### config.mk
export PLATFORM = sky130hd
export DESIGN_NAME = param_fifo_flat
export DESIGN_NICKNAME = d
export VERILOG_FILES = /design/src/rtl/fifo_pkg.sv /design/src/rtl/param_fifo_if.sv /design/src/rtl/fifo_mem.sv /design/src/rtl/param_fifo.sv /design/src/flat_wrapper.sv
export SDC_FILE = /design/constraint.sdc
export NUM_CORES = 1
export LEC_CHECK = 0
export CAP_MARGIN = 0
export CORE_ASPECT_RATIO = 1.75
export CORE_UTILIZATION = 47
export CTS_CLUSTER_SIZE = 16
export DETAILED_ROUTE_END_ITERATION = 10
export GPL_TIMING_DRIVEN = 0
export HOLD_SLACK_MARGIN = 0.02
export PLACE_DENSITY = 0.66
export SLEW_MARGIN = 20
export SYNTH_ARGS = -nofsm -noshare
export SYNTH_HDL_FRONTEND = slang
export SYNTH_SLANG_ARGS = --single-unit
### constraint.sdc
create_clock -name clk -period 8 [get_ports clk]
set_clock_uncertainty 0.2 [all_clocks]
set_input_delay 1.6 -clock clk [delete_from_list [all_inputs] [get_ports clk]]
set_output_delay 1.6 -clock clk [all_outputs]
set_load 0.02 [all_outputs]
### src/rtl/fifo_pkg.sv
// rtl/fifo_pkg.sv - shared FIFO default constants and pointer/count width helpers
package fifo_pkg;

  localparam int DEFAULT_DATA_W = 8;
  localparam int DEFAULT_DEPTH  = 16;

  function automatic int ptr_width(input int depth);
    return $clog2(depth);
  endfunction

  // One extra bit so the occupancy can represent DEPTH itself.
  function automatic int count_width(input int depth);
    return $clog2(depth) + 1;
  endfunction

  function automatic bit is_pow2(input int value);
    return (value > 0) && ((value & (value - 1)) == 0);
  endfunction

endpackage

### src/rtl/param_fifo_if.sv
// rtl/param_fifo_if.sv - FIFO write/read/status bundle with master and slave views
interface param_fifo_if
  import fifo_pkg::*;
#(
  parameter int DATA_W = DEFAULT_DATA_W,
  parameter int DEPTH  = DEFAULT_DEPTH
);
  localparam int CW = count_width(DEPTH);

  logic              en_write;
  logic [DATA_W-1:0] data_in;
  logic              en_read;
  logic [DATA_W-1:0] data_out;
  logic              full;
  logic              empty;
  logic              almost_full;
  logic              almost_empty;
  logic [CW-1:0]     count;
  logic              overflow;
  logic              underflow;

  modport master (
    output en_write, data_in, en_read,
    input  data_out, full, empty, almost_full, almost_empty, count, overflow, underflow
  );

  modport slave (
    input  en_write, data_in, en_read,
    output data_out, full, empty, almost_full, almost_empty, count, overflow, underflow
  );

endinterface

### src/rtl/fifo_mem.sv
// rtl/fifo_mem.sv - DATA_W x DEPTH storage, one write port, one registered read port
module fifo_mem
  import fifo_pkg::*;
#(
  parameter int DATA_W = DEFAULT_DATA_W,
  parameter int DEPTH  = DEFAULT_DEPTH,
  localparam int PW    = ptr_width(DEPTH)
) (
  input  logic              clk,
  input  logic              reset,
  input  logic              we,
  input  logic [PW-1:0]     waddr,
  input  logic [DATA_W-1:0] wdata,
  input  logic              re,
  input  logic [PW-1:0]     raddr,
  output logic [DATA_W-1:0] rdata
);

  logic [DATA_W-1:0] mem [DEPTH];

  // Storage is never cleared; only the read register returns to zero.
  always_ff @(posedge clk) begin
    if (!reset && we) mem[waddr] <= wdata;
  end

  always_ff @(posedge clk) begin
    if (reset)   rdata <= '0;
    else if (re) rdata <= mem[raddr];
  end

endmodule

### src/rtl/param_fifo.sv
// rtl/param_fifo.sv - synchronous FIFO control, count and flags; FIFO_FWFT_EN selects first-word-fall-through
module param_fifo
  import fifo_pkg::*;
#(
  parameter int DATA_W   = DEFAULT_DATA_W,
  parameter int DEPTH    = DEFAULT_DEPTH,
  parameter int AF_LEVEL = DEPTH - 2,
  parameter int AE_LEVEL = 2
) (
  input logic         clk,
  input logic         reset,
  param_fifo_if.slave bus
);

  localparam int PW = ptr_width(DEPTH);
  localparam int CW = count_width(DEPTH);

  if (!is_pow2(DEPTH) || DEPTH < 4 || AE_LEVEL >= AF_LEVEL) begin : g_bad_cfg
    $error("param_fifo: DEPTH must be a power of two >= 4 and AE_LEVEL < AF_LEVEL");
  end

  logic [PW-1:0]     wptr, rptr, rptr_next, raddr;
  logic [CW-1:0]     cnt, cnt_next;
  logic              rd_acc, wr_acc, re;
  logic [DATA_W-1:0] mem_rdata;

  // A read frees a slot in the same cycle, so a full FIFO still takes a write alongside it.
  always_comb begin
    rd_acc    = bus.en_read && !bus.empty;
    wr_acc    = bus.en_write && (!bus.full || rd_acc);
    rptr_next = rptr + PW'(rd_acc);
    cnt_next  = cnt;
    case ({wr_acc, rd_acc})
      2'b10:   cnt_next = cnt + CW'(1);
      2'b01:   cnt_next = cnt - CW'(1);
      default: cnt_next = cnt;
    endcase
  end

  always_ff @(posedge clk) begin
    if (reset) begin
      wptr             <= '0;
      rptr             <= '0;
      cnt              <= '0;
      bus.full         <= 1'b0;
      bus.empty        <= 1'b1;
      bus.almost_full  <= 1'b0;
      bus.almost_empty <= 1'b1;
      bus.overflow     <= 1'b0;
      bus.underflow    <= 1'b0;
    end else begin
      if (wr_acc) wptr <= wptr + PW'(1);
      rptr             <= rptr_next;
      cnt              <= cnt_next;
      bus.full         <= (cnt_next == CW'(DEPTH));
      bus.empty        <= (cnt_next == '0);
      bus.almost_full  <= (cnt_next >= CW'(AF_LEVEL));
      bus.almost_empty <= (cnt_next <= CW'(AE_LEVEL));
      bus.overflow     <= bus.en_write && !wr_acc;
      bus.underflow    <= bus.en_read && !rd_acc;
    end
  end

  assign bus.count = cnt;

  fifo_mem #(.DATA_W(DATA_W), .DEPTH(DEPTH)) u_mem (
    .clk   (clk),
    .reset (reset),
    .we    (wr_acc),
    .waddr (wptr),
    .wdata (bus.data_in),
    .re    (re),
    .raddr (raddr),
    .rdata (mem_rdata)
  );

`ifdef FIFO_FWFT_EN
  logic              byp_valid;
  logic [DATA_W-1:0] byp_data;

  // The read register always tracks the next head; a write landing on that head
  // this cycle is not yet visible in storage, so it is forwarded for one cycle.
  assign raddr = rptr_next;
  assign re    = 1'b1;

  always_ff @(posedge clk) begin
    if (reset) begin
      byp_valid <= 1'b0;
      byp_data  <= '0;
    end else begin
      byp_valid <= wr_acc && (wptr == rptr_next);
      byp_data  <= bus.data_in;
    end
  end

  assign bus.data_out = byp_valid ? byp_data : mem_rdata;
`else
  assign raddr        = rptr;
  assign re           = rd_acc;
  assign bus.data_out = mem_rdata;
`endif

endmodule

### src/flat_wrapper.sv
// flat-port wrapper written by rule: the top's interface ports become plain ports
module param_fifo_flat import fifo_pkg::*;
#(
  parameter int DATA_W   = DEFAULT_DATA_W,
  parameter int DEPTH    = DEFAULT_DEPTH,
  parameter int AF_LEVEL = DEPTH - 2,
  parameter int AE_LEVEL = 2
)
  (clk, reset, bus_en_write, bus_data_in, bus_en_read, bus_data_out, bus_full, bus_empty, bus_almost_full, bus_almost_empty, bus_count, bus_overflow, bus_underflow);
  param_fifo_if #(.DATA_W(DATA_W), .DEPTH(DEPTH)) bus_i ();
  input logic clk;
  input logic reset;
  input wire logic [$bits(bus_i.en_write)-1:0] bus_en_write;
  input wire logic [$bits(bus_i.data_in)-1:0] bus_data_in;
  input wire logic [$bits(bus_i.en_read)-1:0] bus_en_read;
  output wire logic [$bits(bus_i.data_out)-1:0] bus_data_out;
  output wire logic [$bits(bus_i.full)-1:0] bus_full;
  output wire logic [$bits(bus_i.empty)-1:0] bus_empty;
  output wire logic [$bits(bus_i.almost_full)-1:0] bus_almost_full;
  output wire logic [$bits(bus_i.almost_empty)-1:0] bus_almost_empty;
  output wire logic [$bits(bus_i.count)-1:0] bus_count;
  output wire logic [$bits(bus_i.overflow)-1:0] bus_overflow;
  output wire logic [$bits(bus_i.underflow)-1:0] bus_underflow;
  assign bus_i.en_write = bus_en_write;
  assign bus_i.data_in = bus_data_in;
  assign bus_i.en_read = bus_en_read;
  assign bus_data_out = bus_i.data_out;
  assign bus_full = bus_i.full;
  assign bus_empty = bus_i.empty;
  assign bus_almost_full = bus_i.almost_full;
  assign bus_almost_empty = bus_i.almost_empty;
  assign bus_count = bus_i.count;
  assign bus_overflow = bus_i.overflow;
  assign bus_underflow = bus_i.underflow;
  param_fifo #(.DATA_W(DATA_W), .DEPTH(DEPTH), .AF_LEVEL(AF_LEVEL), .AE_LEVEL(AE_LEVEL)) u_core (.clk(clk), .reset(reset), .bus(bus_i));
endmodule
# After elaboration in Yosys (flattened, before gate mapping)
# Memory sizes are Yosys's and may differ from the RTL's. A register that Yosys moved wholly into a read port is not among the register bits.
# Cells that the tools add are included.
dict set report word_totals {
  mem_bits_rw 128
  register_bits 19
  memories 1
  in_bits 12
  output_inout_bits 19
  elab_cells 34
}
# name words width read_ports rd_ports_with_merged_regs write_ports line_no
set memory_table {}
lappend memory_table {u_core.u_mem.mem 16 8 1 1 1 fifo_mem.sv:19} ;# logic [DATA_W-1:0] mem [DEPTH];
dict set report classes {
  reduce_logical 12
  eq_ne 3
  muxes 3
  n_lt_le_gt_ge 2
  add_sub_neg 4
}
# cell count
set op_table {}
lappend op_table {{$pmux W5 S2} 1}
lappend op_table {{$add A5 B1 Y5 const B} 1}
lappend op_table {{$eq A5 B5 Y1 const B} 1}
lappend op_table {{$ge A5 B4 Y1 const B} 1}
lappend op_table {{$le A5 B2 Y1 const B} 1}
lappend op_table {{$logic_and A1 B1 Y1} 5}
lappend op_table {{$logic_not A1 Y1} 5}
lappend op_table {{$logic_not A5 Y1} 1}
lappend op_table {{$sub A5 B1 Y5 const B} 1}
lappend op_table {{$add A4 B1 Y4} 1}
lappend op_table {{$add A4 B1 Y4 const B} 1}
lappend op_table {{$eq A2 B1 Y1 const B} 1}
lappend op_table {{$eq A2 B2 Y1 const B} 1}
lappend op_table {{$mux W1} 2}
lappend op_table {{$logic_or A1 B1 Y1} 1}

# Logic depth before layout (Yosys ltp)
# Gate-level depths: netlist (run 1).
dict set report depth {
  depth_word 7
  mapped_depth 11
  mapped_depth_nobuf 10
}

# Hierarchy
# A second synthesis (run 1) with hierarchy kept.
dict set report unflattened {
  hier_cells 420
  area_unflattened_um2 6272.3
}
# module n_inst area_each_um2 seq_area_each_um2 cells_each
set modules_own_cells {}
lappend modules_own_cells {fifo_mem 1 5352.6 4003.8 318}
lappend modules_own_cells {param_fifo 1 919.6 380.4 102}

# Worst setup path before layout (run 1)
# Ideal clock, no wire load.
dict set report synth_path {
  kind {input-to-reg}
  startpoint {input bus_en_read}
  endpoint {register u_core.bus.full}
  setup_ns 0.096
  t_required_ns 7.704
  path_stages 11
  slack_ns 4.047
  path_buffers 1
  t_arrival_ns 3.657
  path_cell_list {nand2b_1 > a21boi_0 > inv_1 > ha_1 > buf_6 > xor2_1 > ha_1 > o21a_1 > o22a_1 > o211ai_2 > nor4b_1}
}
dict set report synth_between {
  elab_chain_len 6
  elab_cells_between_ends 7
  classes_between {3 x eq/ne; 1 x mux; 3 x reduce/logical}
}
# element line_no
set synth_rtl {}
lappend synth_rtl {{start, declared} flat_wrapper.sv:15} ;# input wire logic [$bits(bus_i.en_read)-1:0] bus_en_read;
lappend synth_rtl {{$logic_and A1 B1 Y1 (*)} param_fifo.sv:29} ;# rd_acc = bus.en_read && !bus.empty;
lappend synth_rtl {{$logic_or A1 B1 Y1} param_fifo.sv:30} ;# wr_acc = bus.en_write && (!bus.full || rd_acc);
lappend synth_rtl {{$logic_and A1 B1 Y1} param_fifo.sv:30}
lappend synth_rtl {{$eq A2 B1 Y1 / $eq A2 B2 Y1 (equally long branches)} param_fifo.sv:33} ;# case ({wr_acc, rd_acc})
lappend synth_rtl {{$pmux W5 S2 (*)} param_fifo.sv:33}
lappend synth_rtl {{$eq A5 B5 Y1 (*)} param_fifo.sv:55} ;# bus.full <= (cnt_next == CW'(DEPTH));
lappend synth_rtl {{end signal, assigned} param_fifo.sv:55}
lappend synth_rtl {{end, declared} param_fifo_if.sv:29} ;# output data_out, full, empty, almost_full, almost_empty, count, overflow, underflow
# Mark *: on every way between the ends. The rest lies on a longest branch, timed or not.
# A chain may end at the register's enable or synchronous reset.

# Final worst setup path (run 1)
# Same ends and word-level chain as after synthesis.

==> results of run 1 <==
## cell type report
class | count | area share
Clock buffer | 18 | 0.05839
Timing Repair Buffer | 30 | 0.04086
Buffer | 20 | 0.01702
Sequential cell | 155 | 0.5965
Clock inverter | 13 | 0.01975
Tap cell | 171 | 0.02911
Multi-Input combinational cell | 176 | 0.2348
Inverter | 7 | 0.003575
## sequential cells by signal, summed over array words and instances, names as in the netlist, 4 cells and up
register	flops
u_core.bus.count	5
u_core.u_mem.mem	128
u_core.u_mem.rdata	8
u_core.raddr	4
u_core.wptr	4
## placed cells by master, fill, tap and decap left out, types with 2 or more instances in the layout
master	n
mux4_2	32
xnor2_1	3
clkbuf_16	17
xor2_1	5
mux2i_1	3
and2_1	3
nand2b_1	5
clkinvlp_4	3
clkdlybuf4s50_1	30
clkbuf_1	7
a21oi_1	10
inv_1	7
nor2b_1	5
clkinv_4	4
nand3_1	2
edfxtp_1	128
a22o_1	16
o21ai_1	8
buf_4	2
buf_6	5
and2_2	2
o221ai_1	2
dfxtp_1	27
buf_2	4
buf_1	3
nor2_1	24
inv_6	2
nor3_2	4
o211ai_1	2
o21ai_0	3
clkinv_2	2
nand2_1	14
ha_1	9
bufinv_16	2
and3_1	2
## path summary, 6_finish.rpt
kind | cells after the start | endpoint | startpoint
max | 12 | u_core.bus.full | bus_en_read
min | 2 | u_core.u_mem.rdata[4] | u_core.u_mem.rdata[4]
max reg2reg | 11 | u_core.bus.full | u_core.bus.empty
min reg2reg | 2 | u_core.u_mem.rdata[4] | u_core.u_mem.rdata[4]
## through the flow
step,power [W],instance area (µm²)
2_1_floorplan,0.001211,6241
3_3_place_gp,0.001340,6755
3_5_place_dp,0.001350,6775
4_1_cts,0.002118,7350
5_1_grt,0.002176,7350
6_report,0.002102,7350
## layer usage
metal	part of all wire	global-route usage	vias up
met5	0	0	-
met2	0.58	0.3850	98
li1	-	-	1504
met3	0.039	0.04216	22
met4	0.023	0.09221	0
met1	0.36	0.2237	1687
## tightest hold or removal path, stage by stage, from the launching register on
cell and delay, ns:
dfxtp_1 0.31, nand2_1 0.05, a21oi_1 0.05
## where the power goes
| part | switching, W | internal (W) | leakage, nW |
|---|---|---|---|
| registers | 0.0000255 | 0.000907 | 1.37 |
| clock network | 0.000314 | 0.000459 | 0.273 |
| logic | 0.000209 | 0.000188 | 0.785 |
| total | 0.000548 | 0.00155 | 2.43 |
## kinds of logic after synthesis
kind of cell / count (synthesis) / synth area share
flip-flops: 155 / 0.7025
AND/OR/NAND/NOR: 68 / 0.05453
AO/OA/AOI/OAI: 55 / 0.06736
multiplexers: 36 / 0.1221
buffers and inverters: 27 / 0.02426
adder cells (fa/ha/maj): 9 / 0.01804
XOR/XNOR: 8 / 0.01123
## Yosys cell counts, drive strengths merged (2+ instances only)
master | n | share of area
o41ai | 2 | 0.0040
nand3 | 2 | 0.0016
a21oi | 11 | 0.011
ha | 9 | 0.018
and2 | 5 | 0.0054
xor2 | 5 | 0.0070
dfxtp | 27 | 0.087
nor2 | 24 | 0.014
edfxtp | 128 | 0.62
nor2b | 5 | 0.0050
nand2 | 14 | 0.0084
mux4 | 32 | 0.12
inv | 7 | 0.0042
buf | 14 | 0.016
nand2b | 5 | 0.0050
mux2i | 3 | 0.0048
and3 | 2 | 0.0020
a22o | 16 | 0.022
o221ai | 2 | 0.0028
nor3 | 4 | 0.0032
clkbuf | 6 | 0.0036
o211ai | 3 | 0.0044
xnor2 | 3 | 0.0042
o21ai | 11 | 0.0088
==> summary.txt, run 1 <==
VDD IR max = 152.8 µV
Top_reg_cell synth = edfxtp_1
Crit-path max FO = 10
First-pass GRT wire length = 19.38 mm
Crit Path Class = in2reg
Unrepaired setup endpoints after global routing = no
Port Buffer Count = 30
DRT antenna net count = 0
Top delay family on crit path = compound AO/OA/AOI/OAI gates
Die area = 13,760 µm²
Tightest Pin Transition = 0.8384 ns
Syn nets = 379
Die Wd = 89.11 µm
Sequential-to-total area share from yosys stat = 0.7025
Register area = 4384 µm²
Worst setup EP type = flip-flop
Synthesized area = 6241 µm²
Worst-path cell chain = clkdlybuf4s50_1 > nand2b_1 > a21boi_0 > inv_1 > ha_1 > buf_6 > xor2_1 > ha_1 > o21a_1 > o22a_1 > o211ai_2 > nor4b_1
Setup repair bufs after CTS = 0
Layout cells sized above 1 = 0.2100
Crit share post-route = 0.5535
EDFF count, synth = 128
GPL Wtd Cong = 0.7752
Achievable Freq = 0.2258 GHz
Area growth syn-to-layout = 17.76%
Total negative slack = 0 ns
Fin util = 0.5681
Clock latency on the worst-skew pair = 0.42 ns
CP peak stage delay = 0.50 ns
Largest net degree at the start of global routing = 17
Rel. slew slack = 0.4390
I/O pins = 31
Layout Nets = 428
Post-DR wirelength/cell = 22.30 µm
Outcome = complete, no violations
Post-Syn Area per Cell = 17.43 µm²
Synthesized instance count = 358
Clock root buffer = clkbuf_16
Final Slew Violations = 0
Crit-path most repeated cell = ha_1
Vias = 3,311
Initial Util = 0.4824
Reg2reg setup slack = 4.84 ns
Initial DRC count = 302
Min cycle time layout = 4.428 ns
Post-route DRC = 0
WP data required = 8.12 ns
Hold violation count in the final report = 0
Worst Path Buf+Inv = 3
Overall routing resource usage = 0.2094
PD cells = 286.0 nW/µm²
Layout fillers = 1,033
Leakage = 2.431 nW
Post-CTS sizing = 0
Core ar. = 12,940 µm²
CP max-delay cell = a21boi_0
Total wire length = 13.16 mm
Netlist cell types = 50
Clock transition at the registers of the reported paths = 0.06 ns
Max Cap Viol = 0
Min-Delay Path Class = reg2reg
CTS sink cnt = 155
Fin Hold WS = 0.2535 ns
Worst Slack Setup Final = 3.572 ns
Grt ovf = 0
Flops & latches, synth = 155
Async set-reset flop share out of synthesis = 0
Total number of yosys warnings = 0
Post-CTS Hold Fix Bufs = 0
DP Worst Slack = 3.095 ns
TritonCTS clock tree = built
HPWL Detailed = 9.137 mm
Placed insts = 559
Cts bufs inserted = 17
Multi-input gate area = 1725 µm²
Type of origin of the critical path = input pin
Initial antenna violation count = 0
DRT Pass-1 Iters = 4
Clock tree buffer depth = 2
Setup Viol. Count Final = 0
Finished Layout Cells = 590
Ant diodes = 0
Row cnt = 55
Die Y-Extent = 154.4 µm
H-Tree Depth = 4
Crit path DAT = 4.54 ns
Vias in the first global route = 3,337
DR vias/cell = 5.612
No activity file was read; power rests on OpenSTA's default activity.
==> inputs of run 2 (changes only) <==
==> constraint.sdc (replaced) <==
create_clock -name clk -period 4.4 [get_ports clk]
set_clock_uncertainty 0.2 [all_clocks]
set_input_delay 0.88 -clock clk [delete_from_list [all_inputs] [get_ports clk]]
set_output_delay 0.88 -clock clk [all_outputs]
set_load 0.02 [all_outputs]
==> results of run 2 <==
Same layout as run 1 (identical final DEF). Status: complete, no violations.
Main changes from that run: setup slack after placement 3.095 ns -> 0.2151 ns; setup slack after layout 3.572 ns -> 0.6918 ns; register-to-register setup slack 4.84 ns -> 1.24 ns; total power 0.002102 W -> 0.003821 W; worst IR drop on VDD 152.8 µV -> 277.9 µV
==> inputs of run 3 (changes only) <==
--- a/config.mk
+++ b/config.mk
@@ -12,7 +12,7 @@
 export DETAILED_ROUTE_END_ITERATION = 10
 export GPL_TIMING_DRIVEN = 0
 export HOLD_SLACK_MARGIN = 0.02
-export PLACE_DENSITY = 0.66
+export PLACE_DENSITY = 0.68
 export SLEW_MARGIN = 20
 export SYNTH_ARGS = -nofsm -noshare
 export SYNTH_HDL_FRONTEND = slang
==> constraint.sdc (replaced) <==
create_clock -name clk -period 3.3 [get_ports clk]
set_clock_uncertainty 0.2 [all_clocks]
set_input_delay 0.66 -clock clk [delete_from_list [all_inputs] [get_ports clk]]
set_output_delay 0.66 -clock clk [all_outputs]
set_load 0.02 [all_outputs]
==> run 3 against run 2 <==
Effect of this change:
- power up 37%
- sequential cell count unchanged
- sequential share of layout area down 0.70 points
- first-iteration DRC count down 21%
- global-route usage down 0.32 points
- design area up 1.2%
- routed wire length down 2.0%
- hold slack better by 0.012 ns
- die area unchanged
- sequential power up 34%
- setup slack worse by 0.56 ns
- final cell count up 0.85%
==> summary.txt, run 3 (synthesis gave the netlist of run 1 again) <==
DRT Pass-1 Iters = 5
Setup Viol. Count Final = 0
Total wire length = 12.89 mm
Max Cap Viol = 0
Finished Layout Cells = 595
Cts bufs inserted = 17
DP Worst Slack = -0.7542 ns
Worst Path Buf+Inv = 3
DR vias/cell = 5.524
I/O pins = 31
CP max-delay cell = clkdlybuf4s50_1
Worst Slack Setup Final = 0.1353 ns
Grt ovf = 0
Vias in the first global route = 3,407
Post-CTS Hold Fix Bufs = 0
Crit share post-route = 0.9590
First-pass GRT wire length = 19.60 mm
Largest reg by FF count = u_core.u_mem.mem
Area growth syn-to-layout = 19.17%
Post-DR wirelength/cell = 21.66 µm
Leakage = 2.473 nW
Top delay family on crit path = compound AO/OA/AOI/OAI gates
Crit-path max FO = 10
Crit path DAT = 3.27 ns
Core ar. = 12,940 µm²
TritonCTS clock tree = built
Initial DRC count = 238
CTS sink cnt = 155
Unrepaired setup endpoints after global routing = no
Initial Util = 0.4824
Ant diodes = 0
Multi-input gate area = 1750 µm²
Commonest non-fill, non-tap cell in the layout = edfxtp_1
Layout fillers = 1,015
Achievable Freq = 0.3160 GHz
DRT antenna net count = 0
Largest net degree at the start of global routing = 17
Outcome = complete, no violations
PD cells = 701.7 nW/µm²
Register area = 4384 µm²
Clock transition at the registers of the reported paths = 0.06 ns
Port Buffer Count = 30
Row cnt = 55
VDD IR max = 578.7 µV
Min cycle time layout = 3.165 ns
Post-route DRC = 0
Total power = 0.005219 W
Rel. slew slack = 0.4379
Placed insts = 559
Die Wd = 89.11 µm
Type of origin of the critical path = input pin
Crit Path Class = in2reg
H-Tree Depth = 4
Vias = 3,287
Worst-path cell chain = clkdlybuf4s50_1 > nand2b_4 > a21boi_4 > inv_2 > ha_1 > buf_6 > xor2_1 > ha_1 > o21a_1 > o221ai_1 > o211ai_2 > o41ai_2
Clock latency on the worst-skew pair = 0.42 ns
CP peak stage delay = 0.52 ns
Crit-path most repeated cell = ha_1
Clock root buffer = clkbuf_16
WP data required = 3.41 ns
Max FFs per register = 128
Layout cells sized above 1 = 0.2288
Clock tree buffer depth = 2
Commonest cells after routing, fill and taps aside = edfxtp_1, mux4_2, clkdlybuf4s50_1, dfxtp_1, nor2_1
HPWL Detailed = 8.906 mm
GPL Wtd Cong = 0.8251
Worst setup EP type = flip-flop
Final Slew Violations = 0
Die area = 13,760 µm²
Initial antenna violation count = 0
Overall routing resource usage = 0.2062
Tightest Pin Transition = 0.8401 ns
Layout Nets = 432
Hold violation count in the final report = 0
Min-Delay Path Class = reg2reg
Die Y-Extent = 154.4 µm
==> run 3: repair_timing <==
item / CTS / global route
endpoints found under the setup margin: 6 / 4
buffers inserted: 0 / 5
pin swaps: 0 / 3
resized for setup: 3 / 4
endpoints found under the hold margin: 0 / 0
==> run 3: stage by stage <==
stage	setup TNS (ns)	hold slack, ns	utilization	instance area, µm²
floorplan	0	0.3281	-	6241
global placement	-12.45	0.2521	0.5221	6755
detailed placement	-4.296	0.2567	0.5237	6775
CTS	0	0.2650	0.5705	7381
global route	0	0.2754	0.5749	7437
finish	0	0.2651	0.5749	7437
==> run 3: routing by layer <==
metal,up-vias,wire (µm),global-route usage
met4,0,360,0.07029
met2,107,7487,0.3820
met3,22,601,0.04963
met1,1645,4441,0.2217
met5,-,0,0
li1,1513,-,-
==> run 3: where the power goes <==
group	switching (W)	leakage (nW)	internal (W)
Combinational	0.000508	0.814	0.000479
Clock	0.000773	0.286	0.00120
Sequential	0.0000630	1.37	0.00220
Total	0.00134	2.47	0.00388
==> run 3: worst paths after layout <==
| check | endpoint | cells after the start | start | slack [ns] |
|---|---|---|---|---|
| worst min register to register | u_core.u_mem.rdata[6] | 2 | u_core.u_mem.rdata[6] | 0.27 |
| worst min-delay path | u_core.u_mem.rdata[6] | 2 | u_core.u_mem.rdata[6] | 0.27 |
| worst max-delay path | u_core.bus.almost_empty | 12 | bus_en_read | 0.14 |
| worst max register to register | u_core.bus.almost_empty | 11 | u_core.bus.empty | 0.51 |
==> run 3: worst reg2reg max path: stages (launching register included) <==
cell and delay [ns]:
dfxtp_1 0.32, nand2b_4 0.17, a21boi_4 0.19, inv_2 0.08, ha_1 0.22, buf_6 0.14, xor2_1 0.16, ha_1 0.21
o21a_1 0.20, o221ai_1 0.24, o211ai_2 0.19, o41ai_2 0.36
==> run 3: final cells by class <==
| type | instances | share of cell area |
|---|---|---|
| tap | 171 | 0.02877 |
| sequential | 155 | 0.5895 |
| clock buffer | 20 | 0.05871 |
| multi-input combinational | 176 | 0.2354 |
| inverter | 7 | 0.004038 |
| buffer | 19 | 0.01632 |
| timing repair buffer | 35 | 0.04542 |
| clock inverter | 12 | 0.02187 |
==> patch 1 (flow settings as in run 2) <==
Change the package constant `DEFAULT_DEPTH` from 16 to 8.
--- a/src/rtl/fifo_pkg.sv
+++ b/src/rtl/fifo_pkg.sv
@@ -2,7 +2,7 @@
 package fifo_pkg;
 
   localparam int DEFAULT_DATA_W = 8;
-  localparam int DEFAULT_DEPTH  = 16;
+  localparam int DEFAULT_DEPTH  = 8;
 
   function automatic int ptr_width(input int depth);
     return $clog2(depth);
Interface: changed (resized bus_count); port bits go from 31 to 30. No check against the original RTL was run, so the function may have changed too.
==> patch 1 against run 2 <==
Total power shrank 42%. Sequential cell count is 67 lower. Final cell count decreased by 42%. Cell area decreased by 43%. Wire length fell by 52%. Synthesized area is 44% lower. Setup slack better by 0.12 ns. Largest cell class unchanged.
==> patch 1: results (changes against run 2) <==
[metrics] count of different cell masters after synthesis: 35 (-30%)
[metrics] number of global-route vias before repair: 1912 (-43%)
[metrics] number of enable-type register cells in the synthesized netlist: 64 (-50%)
[metrics] 1st-iter DRT viols: 80 (-74%)
[metrics] fraction of met3 tracks used by global routing: 3.223% (-0.99 points)
[metrics] actual slew at the worst max-slew pin: 0.9078 ns (+0.06933 ns)
[metrics] share of layout cells above drive strength 1: 15.56% (-5.4 points)
[metrics] number of buffers added by the clock tree synthesis step: 9 (-8)
[metrics] count of buffers inserted at the top-level ports: 29 (-3.3%)
[metrics] detailed-route wire length per cell: 18.41 um (-17%)
[metrics] first-pass GRT wire length: 9784 um (-50%)
[metrics] slowest cell delay on critical path: 0.42 ns (-0.08 ns)
[metrics] met2 Resource Use GR: 33.40% (-5.1 points)
[metrics] placer congestion estimate: 0.6624 (-15%)
[metrics] Post-Syn Nets: 228 (-40%)
[metrics] drt first pass iters: 5 (+1)
[metrics] most instantiated cells after synthesis: sky130_fd_sc_hd__edfxtp_1, sky130_fd_sc_hd__nor2_1, sky130_fd_sc_hd__dfxtp_1
[metrics] Reg-to-Reg Start: u_core.bus.empty
[metrics] Crit path max-delay family: buffers and inverters
[metrics] arrival time of the worst setup path: 3.64 ns (-0.18 ns)
[metrics] met3 layer wire length in the routed design: 152 um (-70%)
[metrics] top cells by area in the synthesized netlist: sky130_fd_sc_hd__edfxtp_1, sky130_fd_sc_hd__dfxtp_1, sky130_fd_sc_hd__mux4_2, sky130_fd_sc_hd__mux4_1, sky130_fd_sc_hd__mux2i_1
[metrics] post-layout net count: 270 (-37%)
[metrics] number of flip-flops in the largest register: 64 (-50%)
[metrics] GR Layer Usage met1: 19.93% (-2.4 points)
[metrics] crit-path max FO: 12 (+2)
[metrics] sequential fraction of the synthesis area: 68.40% (-1.8 points)
[metrics] IR drop worst, VDD: 0.0002521 V (-9.3%)
[metrics] static power due to leakage: 0.001427 uW (-41%)
[metrics] outcome: finished, final reports clean
[metrics] Met2 Wirelength: 3570 um (-53%)
[metrics] detailed placer's ending HPWL: 4401 um (-52%)
[metrics] depth of the CTS H-tree: 3 (-1)
[metrics] Vias/cell: 5.466 (-2.6%)
[metrics] capture endpoint of the worst hold path: u_core.bus.underflow
==> patch 1: cell count changes in the layout (fill, tap and decap cells not counted), sizes merged, moves of 5 or more <==
cell    change
edfxtp     -64
a22o       -16
mux4       -16
clkbuf     -10
a21oi       -8
inv         -8
o21ai       -8
a211oi      +7
mux2i       +7
nand2       -7
and2        -5
==> patch 1: worst max-delay path by stage <==
stage	start	end
global route	bus_en_read	u_core.bus.full
detailed placement	bus_en_read	u_core.bus.full
global placement	bus_en_read	u_core.bus.full
floorplan	bus_en_read	u_core.bus.full
finish	bus_en_read	u_core.bus.full
CTS	bus_en_read	u_core.bus.full
==> patch 1: kinds of logic (layout without fill, tap and decap cells) <==
logic type	Yosys count	count (layout)	synth area share (%)
simple gates	52	52	7.125
compound gates	18	18	3.741
fa+ha+maj	6	6	2.137
buf+inv	13	60	2.885
xor+xnor	7	7	1.960
mux	26	26	13.75
flops	88	88	68.40
==> patch 1: worst register-to-register path, stage by stage (launching register included) <==
cell and delay, ns:
sky130_fd_sc_hd__dfxtp_1 0.33, sky130_fd_sc_hd__nand2b_1 0.16, sky130_fd_sc_hd__clkinv_1 0.25, sky130_fd_sc_hd__buf_2 0.30
sky130_fd_sc_hd__ha_1 0.26, sky130_fd_sc_hd__xor2_1 0.17, sky130_fd_sc_hd__ha_1 0.19, sky130_fd_sc_hd__a21oi_2 0.11
sky130_fd_sc_hd__mux2i_1 0.23, sky130_fd_sc_hd__xor2_1 0.35, sky130_fd_sc_hd__o21a_1 0.20, sky130_fd_sc_hd__nor3b_2 0.17
==> patch 1: metrics by stage <==
| step | setup slack (ns) | cells | cell area (sq um) | utilization, % | hold WS (ns) |
|---|---|---|---|---|---|
| 2_1_floorplan | 1.375 | 210 | 3512 | - | 0.2976 |
| 3_5_place_dp | 0.4318 | 327 | 3935 | 54.40 | 0.2397 |
| 6_report | 0.8137 | 343 | 4212 | 58.23 | 0.2483 |
| 4_1_cts | 0.7599 | 343 | 4212 | 58.23 | 0.2490 |
| 3_3_place_gp | 0.4433 | 325 | 3910 | 54.06 | 0.2369 |
| 5_1_grt | 0.5602 | 343 | 4212 | 58.23 | 0.2559 |
==> patch 1: cell type report <==
cell class	count	area, sq um	share of cell area, %
Sequential cell	88	2402	57.04
Multi-Input combinational cell	109	1018	24.18
Timing Repair Buffer	31	305.3	7.249
Clock buffer	12	257.7	6.120
Tap cell	86	107.6	2.555
Buffer	11	93.84	2.228
Clock inverter	4	18.77	0.4456
Inverter	2	7.507	0.1783
==> patch 1: report_power, final <==
part	leakage, uW	total, uW	switching, uW	internal [uW]
Clock	0.000139	690	278	412
Sequential	0.000775	991	37.1	954
Combinational	0.000514	522	263	259
Total	0.00143	2200	578	1620
==> patch 2 (flow settings as in run 2) <==
Made on the original files. Add a define of `FIFO_FWFT_EN`.
--- a/src/rtl/param_fifo.sv
+++ b/src/rtl/param_fifo.sv
@@ -1,4 +1,6 @@
 // rtl/param_fifo.sv - synchronous FIFO control, count and flags; FIFO_FWFT_EN selects first-word-fall-through
+`define FIFO_FWFT_EN
+
 module param_fifo
   import fifo_pkg::*;
 #(
Check against the original RTL: not equivalent (Yosys sat finds a counterexample within 4 cycles, from zero or initial values and one cycle with reset high).
==> patch 2 against run 2 <==
Utilization fell by 0.23 points. Final cell count is 0.68% higher. Synthesized area rose by 3.6%. Sequential cell count up 9. Total power is 9.7% higher. Synthesized cell count unchanged. Wire length shrank 0.24%. Setup slack worse by 0.30 ns. Cell area up 3.0%. Global-route usage down 0.55 points. Largest cell class unchanged.
==> patch 2: results (changes against run 2) <==
[metrics] detailed placer's ending HPWL: 9138 um (about the same)
[metrics] static power due to leakage: 0.002506 uW (+3.1%)
[metrics] Post-Syn Nets: 379 (unchanged)
[metrics] post-layout net count: 428 (unchanged)
[metrics] share of synthesized flip-flops with an asynchronous set or reset: 0% (unchanged)
[metrics] path category of the worst min-delay check: register to register
[metrics] outcome: finished, final reports clean
[metrics] top cells by area in the synthesized netlist: sky130_fd_sc_hd__edfxtp_1, sky130_fd_sc_hd__mux4_2, sky130_fd_sc_hd__dfxtp_1, sky130_fd_sc_hd__nor2b_1, sky130_fd_sc_hd__ha_1
[metrics] post-CTS sizing: 0 (unchanged)
[metrics] crit-path max FO: 10 (unchanged)
[metrics] switching share of power: 26.42% (+0.34 points)
[metrics] number of enable-type register cells in the synthesized netlist: 128 (unchanged)
[metrics] share of layout cells above drive strength 1: 21.43% (+0.43 points)
[metrics] count of antenna diodes in the layout: 0 (unchanged)
[metrics] 1st-iter DRT viols: 222 (-26%)
[metrics] latest clock arrival within the worst-skew pair: 0.42 ns (about the same)
[metrics] sequential fraction of the synthesis area: 70.57% (+0.33 points)
[metrics] maximum number of pins on one net before global-route repair: 18 (+1)
[metrics] CTS Root Buffer Type: sky130_fd_sc_hd__clkbuf_16
[metrics] first-pass GRT wire length: 20240 um (+4.4%)
[metrics] number of global-route vias before repair: 3480 (+4.3%)
[metrics] overall track demand over capacity in global routing: 20.39% (-0.55 points)
[metrics] Cells after Synth: 358 (unchanged)
[metrics] depth of the CTS H-tree: 4 (unchanged)
[metrics] FILL cells: 1048 (+1.5%)
[metrics] Vias/cell: 5.579 (-0.58%)
[metrics] number of cells in the design after placement: 562 (+0.54%)
[metrics] IR drop worst, VDD: 0.0002955 V (+6.4%)
[metrics] setup slack of the most critical reg-to-reg path: 0.90 ns (-0.34 ns)
[metrics] number of antenna violations at the first check in global routing: 0 (unchanged)
[metrics] relative slew slack: 43.67% (-0.22 points)
[metrics] Register-to-Register Path Depth: 9 (-2)
[metrics] FF-to-FF End: u_core.u_mem.rdata[7]
[metrics] vias: 3314 (+0.091%)
[metrics] count of buffers inserted at the top-level ports: 30 (unchanged)
[metrics] number of buffers added by the clock tree synthesis step: 17 (unchanged)
[metrics] most instantiated cells after synthesis: sky130_fd_sc_hd__edfxtp_1, sky130_fd_sc_hd__mux4_2, sky130_fd_sc_hd__dfxtp_1
[metrics] wire length reported by the detailed router: 13120 um (-0.24%)
[metrics] placer congestion estimate: 0.8014 (+3.4%)
[metrics] maximum buffer depth of the clock tree: 2 (unchanged)
[metrics] count of different cell masters after synthesis: 42 (-16%)
[metrics] Reg-to-Reg Start: u_core.bus.empty
[metrics] arrival time of the worst setup path: 4.10 ns (+0.28 ns)
[metrics] Reg clk slew, reported paths: 0.06 ns (about the same)
[metrics] Synth Warn #: 0 (unchanged)
## patch 2: how the worst min path moves through the flow
stage,end,depth (start not counted),start,slack (ns)
3_5_place_dp,u_core.bus.underflow,2,u_core.bus.empty,0.25
2_1_floorplan,u_core.wptr[1],2,u_core.wptr[1],0.31
6_report,u_core.bus.underflow,2,u_core.bus.empty,0.26
5_1_grt,u_core.bus.underflow,2,u_core.bus.empty,0.29
4_1_cts,u_core.bus.underflow,2,u_core.bus.empty,0.26
3_3_place_gp,u_core.bus.underflow,2,u_core.bus.empty,0.23
## patch 2: critical path, cell delays in order
cell and delay, ns:
sky130_fd_sc_hd__clkdlybuf4s50_1 0.42, sky130_fd_sc_hd__nand2b_1 0.13, sky130_fd_sc_hd__inv_1 0.14, sky130_fd_sc_hd__ha_1 0.23, sky130_fd_sc_hd__ha_1 0.27, sky130_fd_sc_hd__clkbuf_1 0.33, sky130_fd_sc_hd__clkbuf_1 0.59, sky130_fd_sc_hd__mux4_2 0.46
sky130_fd_sc_hd__mux4_2 0.50, sky130_fd_sc_hd__nor2b_1 0.14
## patch 2: cell families (layout without fill, tap and decap cells)
group	Yosys count	in the layout	synth area share (%)
DFF	164	164	70.57
and+or+nand+nor	80	80	6.210
buffers and inverters	22	84	1.702
adders and majority gates	9	9	1.741
muxes	51	51	15.81
xor gates and xnor gates	11	11	1.606
AOI/OAI and AO/OA	21	21	2.360
## patch 2: final cells by class
| class | count | area [sq um] | share of cell area [%] |
|---|---|---|---|
| Timing Repair Buffer | 30 | 300.3 | 3.966 |
| Clock buffer | 19 | 432.9 | 5.717 |
| Clock inverter | 13 | 133.9 | 1.768 |
| Sequential cell | 164 | 4564 | 60.28 |
| Buffer | 17 | 91.34 | 1.206 |
| Tap cell | 174 | 217.7 | 2.875 |
| Multi-Input combinational cell | 172 | 1813 | 23.94 |
| Inverter | 5 | 18.77 | 0.2479 |
## patch 2: power groups by stage
stage / clock (uW) / sequential [uW] / combinational (uW)
after floorplan: 0 / 1840 / 664
after global placement: 0 / 1810 / 1010
after detailed placement: 0 / 1810 / 1020
after CTS: 1430 / 1780 / 1030
after global routing: 1490 / 1790 / 1080
final: 1410 / 1780 / 1000
## patch 2: per-layer routing
layer  vias to the layer above  share of wire (%)  routed length, um  global-route usage [%]
met1                      1710                 36               4739                   21.01
met2                        93                 58               7550                   38.64
met4                         0                3.2                415                   10.68
met3                        22                3.2                418                   3.865
li1                       1489                  -                  -                       -
met5                         -                  0                  0                       0
## patch 2: metrics by stage
| stage | worst slack, ns | cell area, sq um |
|---|---|---|
| global route | 0.1926 | 7572 |
| finish | 0.3892 | 7572 |
| global placement | -0.04178 | 6985 |
| floorplan | 1.092 | 6467 |
| CTS | 0.3840 | 7572 |
| detailed placement | -0.07664 | 7005 |
